$ cat src/rtl/shift_pkg.sv
// Shared op-code definitions for the pipelined shift/rotate unit.
package shift_pkg;

  localparam int unsigned OP_W = 3;

  localparam logic [OP_W-1:0] OP_ROL  = 3'd0;
  localparam logic [OP_W-1:0] OP_ROR  = 3'd1;
  localparam logic [OP_W-1:0] OP_SHL  = 3'd2;
  localparam logic [OP_W-1:0] OP_SHR  = 3'd3;
  localparam logic [OP_W-1:0] OP_SHRA = 3'd4;

  // Codes above OP_SHRA are reserved and pass the operand through untouched.
  function automatic logic op_legal(input logic [OP_W-1:0] op);
    return op <= OP_SHRA;
  endfunction

endpackage

$ cat src/rtl/shift_stage.sv
// One registered barrel stage: shifts/rotates by 2^K when amount bit K is set.
module shift_stage
  import shift_pkg::*;
#(
  parameter int unsigned WIDTH = 32,
  parameter int unsigned K     = 0,
  localparam int unsigned AW   = $clog2(WIDTH)
) (
  input  logic             clk,
  input  logic             clr,
  input  logic             i_adv,
  input  logic             i_valid,
  input  logic [WIDTH-1:0] i_data,
  input  logic [AW-1:0]    i_amt,
  input  logic [OP_W-1:0]  i_op,
  input  logic             i_sign,
  output logic             o_valid,
  output logic [WIDTH-1:0] o_data,
  output logic [AW-1:0]    o_amt,
  output logic [OP_W-1:0]  o_op,
  output logic             o_sign,
  output logic [WIDTH-1:0] o_nxt_data
);

  localparam int unsigned S = 1 << K;

  logic [WIDTH-1:0] w_rol;
  logic [WIDTH-1:0] w_ror;
  logic [WIDTH-1:0] w_shl;
  logic [WIDTH-1:0] w_shr;
  logic [WIDTH-1:0] w_sra;
  logic [WIDTH-1:0] w_nxt;

  logic             r_valid;
  logic [WIDTH-1:0] r_data;
  logic [AW-1:0]    r_amt;
  logic [OP_W-1:0]  r_op;
  logic             r_sign;

  assign w_rol = (i_data << S) | (i_data >> (WIDTH - S));
  assign w_ror = (i_data >> S) | (i_data << (WIDTH - S));
  assign w_shl = i_data << S;
  assign w_shr = i_data >> S;
  // Fill uses the sign captured at accept, not this stage's current MSB.
  assign w_sra = i_sign ? (w_shr | ~({WIDTH{1'b1}} >> S)) : w_shr;

  always_comb begin
    w_nxt = i_data;
    if (i_amt[K]) begin
      unique case (i_op)
        OP_ROL:  w_nxt = w_rol;
        OP_ROR:  w_nxt = w_ror;
        OP_SHL:  w_nxt = w_shl;
        OP_SHR:  w_nxt = w_shr;
        OP_SHRA: w_nxt = w_sra;
        default: w_nxt = i_data;
      endcase
    end
  end

  always_ff @(posedge clk or posedge clr) begin
    if (clr) begin
      r_valid <= 1'b0;
      r_data  <= '0;
      r_amt   <= '0;
      r_op    <= '0;
      r_sign  <= 1'b0;
    end else if (i_adv) begin
      r_valid <= i_valid;
      r_data  <= w_nxt;
      r_amt   <= i_amt;
      r_op    <= i_op;
      r_sign  <= i_sign;
    end
  end

  assign o_valid    = r_valid;
  assign o_data     = r_data;
  assign o_amt      = r_amt;
  assign o_op       = r_op;
  assign o_sign     = r_sign;
  assign o_nxt_data = w_nxt;

endmodule

$ cat src/rtl/shift_rotate_pipe.sv
// Pipelined log-depth shift/rotate unit with valid/ready on both sides.
module shift_rotate_pipe
  import shift_pkg::*;
#(
  parameter int unsigned WIDTH = 32,
  localparam int unsigned AW   = $clog2(WIDTH)
) (
  input  logic             clk,
  input  logic             clr,
  input  logic             in_valid,
  output logic             in_ready,
  input  logic [WIDTH-1:0] in_data,
  input  logic [AW-1:0]    in_amt,
  input  logic [OP_W-1:0]  in_op,
  output logic             out_valid,
  input  logic             out_ready,
  output logic [WIDTH-1:0] out_data,
  output logic             out_zero,
  output logic             out_illegal
);

  logic             w_valid [AW+1];
  logic [WIDTH-1:0] w_data  [AW+1];
  logic [AW-1:0]    w_amt   [AW+1];
  logic [OP_W-1:0]  w_op    [AW+1];
  logic             w_sign  [AW+1];
  logic [WIDTH-1:0] w_nxt   [AW];

  logic             w_adv;
  logic             r_zero;

  // Whole pipe moves in lock-step; only a stalled valid result blocks it.
  assign w_adv    = !w_valid[AW] || out_ready;
  assign in_ready = w_adv;

  assign w_valid[0] = in_valid;
  assign w_data[0]  = in_data;
  assign w_amt[0]   = in_amt;
  assign w_op[0]    = in_op;
  assign w_sign[0]  = in_data[WIDTH-1];

  for (genvar k = 0; k < AW; k++) begin : g_stage
    shift_stage #(
      .WIDTH (WIDTH),
      .K     (k)
    ) u_stage (
      .clk        (clk),
      .clr        (clr),
      .i_adv      (w_adv),
      .i_valid    (w_valid[k]),
      .i_data     (w_data[k]),
      .i_amt      (w_amt[k]),
      .i_op       (w_op[k]),
      .i_sign     (w_sign[k]),
      .o_valid    (w_valid[k+1]),
      .o_data     (w_data[k+1]),
      .o_amt      (w_amt[k+1]),
      .o_op       (w_op[k+1]),
      .o_sign     (w_sign[k+1]),
      .o_nxt_data (w_nxt[k])
    );
  end

  // Zero flag registered alongside the final stage's data.
  always_ff @(posedge clk or posedge clr) begin
    if (clr) begin
      r_zero <= 1'b0;
    end else if (w_adv) begin
      r_zero <= (w_nxt[AW-1] == '0);
    end
  end

  assign out_valid   = w_valid[AW];
  assign out_data    = w_data[AW];
  assign out_zero    = r_zero;
  assign out_illegal = w_valid[AW] && !op_legal(w_op[AW]);

endmodule

$ cat config.mk
export PLATFORM = sky130hd
export DESIGN_NAME = shift_rotate_pipe
export DESIGN_NICKNAME = d
export VERILOG_FILES = /design/src/rtl/shift_pkg.sv /design/src/rtl/shift_stage.sv /design/src/rtl/shift_rotate_pipe.sv
export SDC_FILE = /design/constraint.sdc
export NUM_CORES = 1
export LEC_CHECK = 0
export CORE_MARGIN = 2
export CORE_UTILIZATION = 58
export DETAILED_ROUTE_END_ITERATION = 8
export PLACE_DENSITY = 0.78
export SLEW_MARGIN = 10
export SYNTH_ARGS = -nofsm -noshare
export SYNTH_HDL_FRONTEND = slang
export SYNTH_HIERARCHICAL = 1
export SYNTH_SLANG_ARGS = --single-unit
$ cat constraint.sdc
create_clock -name clk -period 3 [get_ports clk]
set_input_delay 0.6 -clock clk [delete_from_list [all_inputs] [get_ports clk]]
set_output_delay 0.6 -clock clk [all_outputs]
set_load 0.01 [all_outputs]
==> results of run 1 <==
[sequential cells by signal, summed over array words and instances (netlist names)]
| signal | count |
|---|---|
| g_stage.u_stage/o_amt | 10 |
| g_stage.u_stage/o_data | 160 |
| g_stage.u_stage/o_op | 15 |
| g_stage.u_stage/o_sign | 4 |
| g_stage.u_stage/o_valid | 5 |
| out_zero | 1 |
[cell usage in the layout (no fill, tap or decap), drive strengths merged, types with 3 or more instances in the layout]
cell type,count
o21a,101
a2bb2oi,30
and3b,14
buf,44
a21oi,28
dfrtp,195
nand2,17
nor2b,17
inv,35
nor2,134
and2,8
a211oi,16
nor4,8
nand2b,32
clkbuf,17
clkdlybuf4s50,77
a22oi,16
o311ai,98
o22ai,16
a21boi,16
mux2,147
a32oi,16
o21ai,163
clkinvlp,3
nor3b,102
nor3,3
a31oi,24
[metrics by stage]
stage / instance area [sq um] / util
floorplan: 13500 / -
finish: 14700 / 0.647
detailed placement: 14200 / 0.621
CTS: 14700 / 0.647
global route: 14700 / 0.647
global placement: 14200 / 0.621
[routing by layer]
layer  vias up  GRT usage  wire length [microns]
met4         0     0.0695                    548
met3        47     0.0462                   1970
met1      5554      0.404                  15500
li1       5181          -                      -
met5         -          0                      0
met2       403      0.428                  15700
[cell type report]
cell class,instances,share of cell area
Clock buffer,17,0.0289
Clock inverter,15,0.0107
Inverter,25,0.00688
Multi-Input combinational cell,1015,0.521
Sequential cell,195,0.331
Tap cell,313,0.0266
Timing Repair Buffer,121,0.0752
[power by group]
group	switching [uW]	total (uW)	leakage [uW]	internal (uW)
clock	1140	2260	0.000276	1120
combinational	4310	8820	0.00330	4510
sequential	1760	5630	0.00223	3870
[how the worst min path moves through the flow]
stage | to | slack (ns) | cells after the start
3_3_place_gp | out_zero | 0.48 | 2
6_report | out_zero | 0.43 | 2
4_1_cts | out_zero | 0.42 | 2
3_5_place_dp | out_zero | 0.49 | 2
2_1_floorplan | out_zero | 0.33 | 1
5_1_grt | out_zero | 0.44 | 2
==> flow_summary.toml, run 1 <==
[setup_path]
critical_path_arrival_ns = 3.30
timing.rr.start = "g_stage[3].u_stage/o_op[0]"
crit_start = "g_stage[3].u_stage/o_op[0]"
path_cells = "nor2b_1 > a32oi_1 > nand2_1 > nor4_1 > nand4_1 > o31ai_2"
critPathBufInv = 0
rrSetupSlack_ns = 0.06
crit_family = "simple AND/OR/NAND/NOR gates"
worstReg2RegEnd = "out_zero"
critPathRequiredTime_ns = 3.36
timing.critical_path.depth = 6
timing_worst_setup_path_type = "register to register"
worst_path_max_delay_cell = "nor4_1"
ff2ff_path_depth = 6
path_max_fanout = 18
timing.critical_path.slowest_cell_delay_ns = 0.70
setup.worst_path.end_class = "register"
startpoint_type = "register"
crit_end = "out_zero"

[power_and_ir_drop]
power_leakage_uw = 0.00580
cellPowerDensity_nw_per_um2 = 1130
irDropWorstVdd_mv = 0.489
total_power_uw = 16700

[finish]
finish.cell_count_without_fillers = 1701
fin_nets = 1419
fillerInstances = 1851
ff_latch_area_sq_um = 4880
multi_input_comb_area_sq_um = 7670
post_route_cells_drive_above_1_share = 0.186
insertedDiodeCount = 0
area_growth_syn_to_layout_pct = 8.78

[sta]
fin_hold_ws_ns = 0.429
min_period_over_period = 0.980
timing.slew.headroom = 0.144
hold_viol_final = 0
unrepaired_setup_endpoints_after_global_routing = "false"
max_slew.worst_pin.slew_ns = 1.28
final-setup-viol-count = 0
finalSetupTns_ns = 0
skew_ns = 0.0154
layout_setup_ws_ns = 0.0596
maxSlewViolCount = 0
max_freq_ghz = 0.340
timing.final.crit_period_ns = 2.94

[cts]
ctsResizeCount = 0
cts_setup_buffers = 0
ctsHtreeMaxLevel = 4
later_pin_clock_latency_in_the_skew_report_ns = 0.45
cts.path.max_buffers = 2
root_buffer = "clkbuf_16"
clkSlewWorstSetupHoldPaths_ns = 0.08
hold_buffers = 0
tritoncts_num_sinks = 195
clock_tree_from_tritoncts = "yes"
tritoncts.num_buffers = 17

[synthesis]
postSynthAreaPerCell_sq_um = 9.71
postSynthNetCount = 1439
yosysWarningCount = 6
syn-instance-count = 1395
synthesis.area_sq_um = 13500

[route]
detail_route.drc_violations = 0
route.antenna.remaining_nets = 0
detail_route.wirelength_microns = 33700
vias_per_cell = 6.58
initialDrtViolationCount = 1079
drtPass1Iterations = 6
routedWlPerCell_microns = 19.8
detailroute.via_count = 11185

[global_routing]
grt_first_pass_wirelength_microns = 54300
grt_start_max_net_pins = 98
via_count_of_the_first_global_routing_pass = 10049
initial_antenna_violation_count = 0
grt_usage = 0.276
globalRoute.totalOverflow = 0

[placement]
routabilityCongestion = 0.910
post-dp-hpwl_microns = 23100
portBuffers = 79
dp_slack_ns = 0.279
dp.cells = 1669

[outcome]
outcome = "finished clean"

[floorplan]
placeableCoreArea_sq_um = 22800
ios = 80
die_height_microns = 157
overall_die_area_sq_um = 24600
floorplan.initialDensity = 0.595
die_w_microns = 157
fp-row-count = 55

[job]
maxCapViolations = 0

[worst_hold_path]
min_path_type = "input pin to asynchronous set/reset pin"
No activity file was read; power rests on OpenSTA's default activity.
==> run 2: changes to the inputs <==
- CORE_ASPECT_RATIO: not set -> 1.4
- CORE_MARGIN: 2 -> 5
==> run 2 against run 1 <==
Effect of this change: worst hold slack worse by 0.012 ns; die area grew 8.0%; register-to-register slack improved by 0.41 ns; worst setup slack better by 0.22 ns; sequential power increased by 1%; fmax rose by 7.9%; combinational power fell by 2.4%; cell count decreased by 0.65%; sequential share of layout area decreased by 0.070 points; largest power group unchanged.
==> flow_summary.toml, run 2 (synthesis gave the netlist of run 1 again) <==
[outcome]
outcome = "finished clean"

[route]
vias_per_cell = 6.47
detailroute.via_count = 10930
detail_route.wirelength_microns = 34300
initialDrtViolationCount = 730
routedWlPerCell_microns = 20.3
route.antenna.remaining_nets = 0
drtPass1Iterations = 5
detail_route.drc_violations = 0

[power_and_ir_drop]
cellPowerDensity_nw_per_um2 = 1130
irDropWorstVdd_mv = 0.582
total_power_uw = 16700
power_leakage_uw = 0.00582

[sta]
finalSetupTns_ns = 0
max_freq_ghz = 0.367
max_slew.worst_pin.slew_ns = 0.934
unrepaired_setup_endpoints_after_global_routing = "false"
hold_viol_final = 0
min_period_over_period = 0.908
skew_ns = 0.0144
fin_hold_ws_ns = 0.417
maxSlewViolCount = 0
final-setup-viol-count = 0
timing.slew.headroom = 0.375
timing.final.crit_period_ns = 2.72

[setup_path]
worst_path_max_delay_cell = "clkdlybuf4s50_1"
critical-path-top-cell-by-count = "clkdlybuf4s50_1"
timing_worst_setup_path_type = "input pin to primary output"
setup.worst_path.end_class = "primary output"
critPathBufInv = 3
critPathRequiredTime_ns = 2.40
critical_path_arrival_ns = 2.12
timing.critical_path.slowest_cell_delay_ns = 0.52
path_cells = "clkdlybuf4s50_1 > nor2b_1 > inv_8 > clkdlybuf4s50_1"
crit_family = "buffers and inverters"
startpoint_type = "input pin"
path_max_fanout = 20

[placement]
routabilityCongestion = 0.984
post-dp-hpwl_microns = 24200
dp.cells = 1658
portBuffers = 79

[floorplan]
die_w_microns = 139
die_height_microns = 191
overall_die_area_sq_um = 26600
fp-row-count = 66
placeableCoreArea_sq_um = 23100
floorplan.initialDensity = 0.586
ios = 80

[global_routing]
grt_first_pass_wirelength_microns = 55400
grt_start_max_net_pins = 71
via_count_of_the_first_global_routing_pass = 10183
grt_usage = 0.256
initial_antenna_violation_count = 0
globalRoute.totalOverflow = 0

[finish]
finish.cell_count_without_fillers = 1690
area_growth_syn_to_layout_pct = 9.01
multi_input_comb_area_sq_um = 7670
ff_latch_area_sq_um = 4880
insertedDiodeCount = 0
largest_register_ff_count = 160
layout_commonest_cell = "dfrtp_1"
layout.cells.most_common_list = "dfrtp_1, nor2_1, o21ai_0, o21a_1, nor3b_1"
fillerInstances = 1902
post_route_cells_drive_above_1_share = 0.184
fin_nets = 1415

[cts]
ctsHtreeMaxLevel = 4
cts_setup_buffers = 0
later_pin_clock_latency_in_the_skew_report_ns = 0.45
hold_buffers = 0
root_buffer = "clkbuf_16"
tritoncts_num_sinks = 195
clock_tree_from_tritoncts = "yes"
ctsResizeCount = 0
cts.path.max_buffers = 2
tritoncts.num_buffers = 17
clkSlewWorstSetupHoldPaths_ns = 0.08

[worst_hold_path]
min_path_type = "input pin to asynchronous set/reset pin"

[job]
maxCapViolations = 0
==> run 2: changes by cell type in the layout (fill, tap and decap cells not counted), sizes merged <==
cell / delta
inv: -3
buf: -4
bufinv: +2
clkinv: +4
clkinvlp: -3
==> run 2: final cells by class <==
| cell class | count | share of cell area |
|---|---|---|
| timing repair buffer | 117 | 0.0756 |
| clock buffer | 17 | 0.0288 |
| tap | 306 | 0.0259 |
| multi-input combinational | 1015 | 0.519 |
| inverter | 25 | 0.00686 |
| sequential | 195 | 0.331 |
| clock inverter | 15 | 0.0129 |
==> run 2: path summary, 6_finish.rpt <==
path                                                 start                    endpoint  slack [ns]  cells after the start
worst max-delay path                             out_ready                    in_ready        0.28                      4
worst min-delay path                                   clr                    out_zero        0.42                      2
worst max register to register  g_stage[3].u_stage/o_op[2]                    out_zero        0.47                      6
worst min register to register                    out_zero                    out_zero        0.50                      2
max in group asynchronous                              clr  g_stage[0].u_stage/o_op[2]        1.78                      3
min in group clk                                  out_zero                    out_zero        0.50                      2
==> run 2: routing by layer <==
| layer | vias up | GRT usage | part of all wire | wire length (microns) |
|---|---|---|---|---|
| li1 | 5191 | - | - | - |
| met1 | 5342 | 0.299 | 0.40 | 13600 |
| met2 | 301 | 0.450 | 0.51 | 17400 |
| met3 | 96 | 0.0361 | 0.034 | 1160 |
| met4 | 0 | 0.148 | 0.060 | 2040 |
| met5 | - | 0 | 0 | 0 |
==> run 2: power breakdown <==
| group | switching, uW | internal [uW] |
|---|---|---|
| clock network | 1120 | 1270 |
| logic | 4090 | 4520 |
| registers | 1820 | 3870 |
| total | 7040 | 9660 |
==> run 2: through the flow <==
stage          utilization  setup WS, ns  instance area, sq um
5_1_grt              0.639         0.208                 14800
4_1_cts              0.639         0.280                 14800
3_5_place_dp         0.612         0.285                 14200
3_3_place_gp         0.612         0.296                 14200
6_report             0.639         0.275                 14800
2_1_floorplan            -         0.929                 13500
==> run 3: changes to the inputs <==
- DONT_BUFFER_PORTS: not set -> 1
- PLACE_DENSITY: 0.78 -> 0.74
==> run 3 against run 2 <==
Effect of this change: critical path depth rose by 2; largest cell class unchanged; critical path type is now register to register; wire length hardly changed; largest power group unchanged; clock skew down 0.0023 ns; total power fell by 2.5%.
==> flow_summary.toml, run 3 (synthesis gave the netlist of run 1 again) <==
[floorplan]
placeableCoreArea_sq_um = 23100
die_w_microns = 139
fp-row-count = 66
overall_die_area_sq_um = 26600
ios = 80
die_height_microns = 191
floorplan.initialDensity = 0.586

[setup_path]
worst_path_max_delay_cell = "dfrtp_1"
setup.worst_path.end_class = "register"
startpoint_type = "register"
path_cells = "nor2b_1 > a32oi_1 > nand2_1 > nor4_1 > nand4_1 > o31ai_2"
timing.critical_path.slowest_cell_delay_ns = 0.70
rrSetupSlack_ns = 0.46
worstReg2RegEnd = "out_zero"
critPathBufInv = 0
crit_family = "simple AND/OR/NAND/NOR gates"
ff2ff_path_depth = 6
critPathRequiredTime_ns = 3.35
critical_path_arrival_ns = 2.88
timing.rr.start = "g_stage[3].u_stage/o_op[2]"
timing_worst_setup_path_type = "register to register"
path_max_fanout = 16

[route]
routedWlPerCell_microns = 21.3
route.antenna.remaining_nets = 0
vias_per_cell = 6.54
detailroute.via_count = 10528
initialDrtViolationCount = 822
drtPass1Iterations = 5
detail_route.wirelength_microns = 34300
detail_route.drc_violations = 0

[cts]
ctsHtreeMaxLevel = 4
clkSlewWorstSetupHoldPaths_ns = 0.07
tritoncts_num_sinks = 195
hold_buffers = 1
clock_tree_from_tritoncts = "yes"
cts.path.max_buffers = 2
tritoncts.num_buffers = 17
cts_setup_buffers = 0
ctsResizeCount = 0
later_pin_clock_latency_in_the_skew_report_ns = 0.44
root_buffer = "clkbuf_16"

[global_routing]
grt_start_max_net_pins = 137
grt_first_pass_wirelength_microns = 55500
globalRoute.totalOverflow = 0
grt_usage = 0.257
initial_antenna_violation_count = 0
via_count_of_the_first_global_routing_pass = 9932

[sta]
max_slew.worst_pin.slew_ns = 1.11
maxSlewViolCount = 0
max_freq_ghz = 0.394
timing.slew.headroom = 0.255
min_period_over_period = 0.846
unrepaired_setup_endpoints_after_global_routing = "false"
final-setup-viol-count = 0
timing.final.crit_period_ns = 2.54
hold_viol_final = 0
skew_ns = 0.0121
finalSetupTns_ns = 0

[finish]
largest_register_ff_count = 160
layout.cells.most_common_list = "dfrtp_1, nor2_1, o21ai_0, o21a_1, nor3b_1"
fillerInstances = 1996
fin_nets = 1334
insertedDiodeCount = 0
ff_latch_area_sq_um = 4880
multi_input_comb_area_sq_um = 7670
post_route_cells_drive_above_1_share = 0.190
layout_commonest_cell = "dfrtp_1"
area_growth_syn_to_layout_pct = 3.03
finish.cell_count_without_fillers = 1609

[placement]
routabilityCongestion = 0.946
post-dp-hpwl_microns = 24000
dp.cells = 1576
portBuffers = 0

[power_and_ir_drop]
clock_power_share = 0.151
cellPowerDensity_nw_per_um2 = 1170
comb_power_share = 0.492
power_leakage_uw = 0.00549
total_switching_power_uw = 6870
irDropWorstVdd_mv = 0.554
pwr-share-seq = 0.357
power.share.switching = 0.422
cell_internal_pwr_uw = 9420

[worst_hold_path]
min_path_type = "input pin to asynchronous set/reset pin"

[job]
maxCapViolations = 0

[outcome]
outcome = "finished clean"
[run 3: power groups by stage]
stage | Sequential [uW] | Clock (uW) | Combinational [uW]
final | 5820 | 2460 | 8010
after global routing | 5970 | 2630 | 8760
after CTS | 5800 | 2510 | 7970
after detailed placement | 5850 | 0 | 7930
after global placement | 5810 | 0 | 7790
after floorplan | 4890 | 0 | 7170
[run 3: layer usage]
| metal | track usage | part of all wire |
|---|---|---|
| met5 | 0 | 0 |
| met4 | 0.144 | 0.056 |
| met3 | 0.0364 | 0.034 |
| met2 | 0.441 | 0.51 |
| met1 | 0.311 | 0.40 |
[run 3: how the worst max path moves through the flow]
stage / start / slack, ns / depth (start not counted) / to
after detailed placement: g_stage[3].u_stage/o_op[2] / 0.57 / 6 / out_zero
after floorplan: g_stage[3].u_stage/o_op[0] / 0.93 / 8 / out_zero
after CTS: g_stage[4].u_stage/o_valid / 0.48 / 3 / in_ready
after global placement: g_stage[3].u_stage/o_op[2] / 0.59 / 6 / out_zero
final: g_stage[3].u_stage/o_op[2] / 0.46 / 6 / out_zero
after global routing: g_stage[3].u_stage/o_op[2] / 0.35 / 7 / out_zero
[run 3: cell type report]
cell class	instances	area share
Multi-Input combinational cell	1015	0.550
Sequential cell	195	0.350
Clock buffer	21	0.0330
Tap cell	306	0.0274
Timing Repair Buffer	36	0.0204
Clock inverter	11	0.0126
Inverter	25	0.00726
[run 3: stage by stage]
step | area (sq um) | hold slack (ns) | utilization | worst slack [ns] | total power [uW]
final | 14000 | 0.147 | 0.604 | 0.462 | 16300
after global routing | 14000 | 0.179 | 0.604 | 0.351 | 17400
after CTS | 14000 | 0.149 | 0.604 | 0.483 | 16300
after detailed placement | 13300 | 0.335 | 0.576 | 0.573 | 13800
after global placement | 13300 | 0.344 | 0.576 | 0.593 | 13600
after floorplan | 13500 | 0.329 | - | 0.929 | 12100
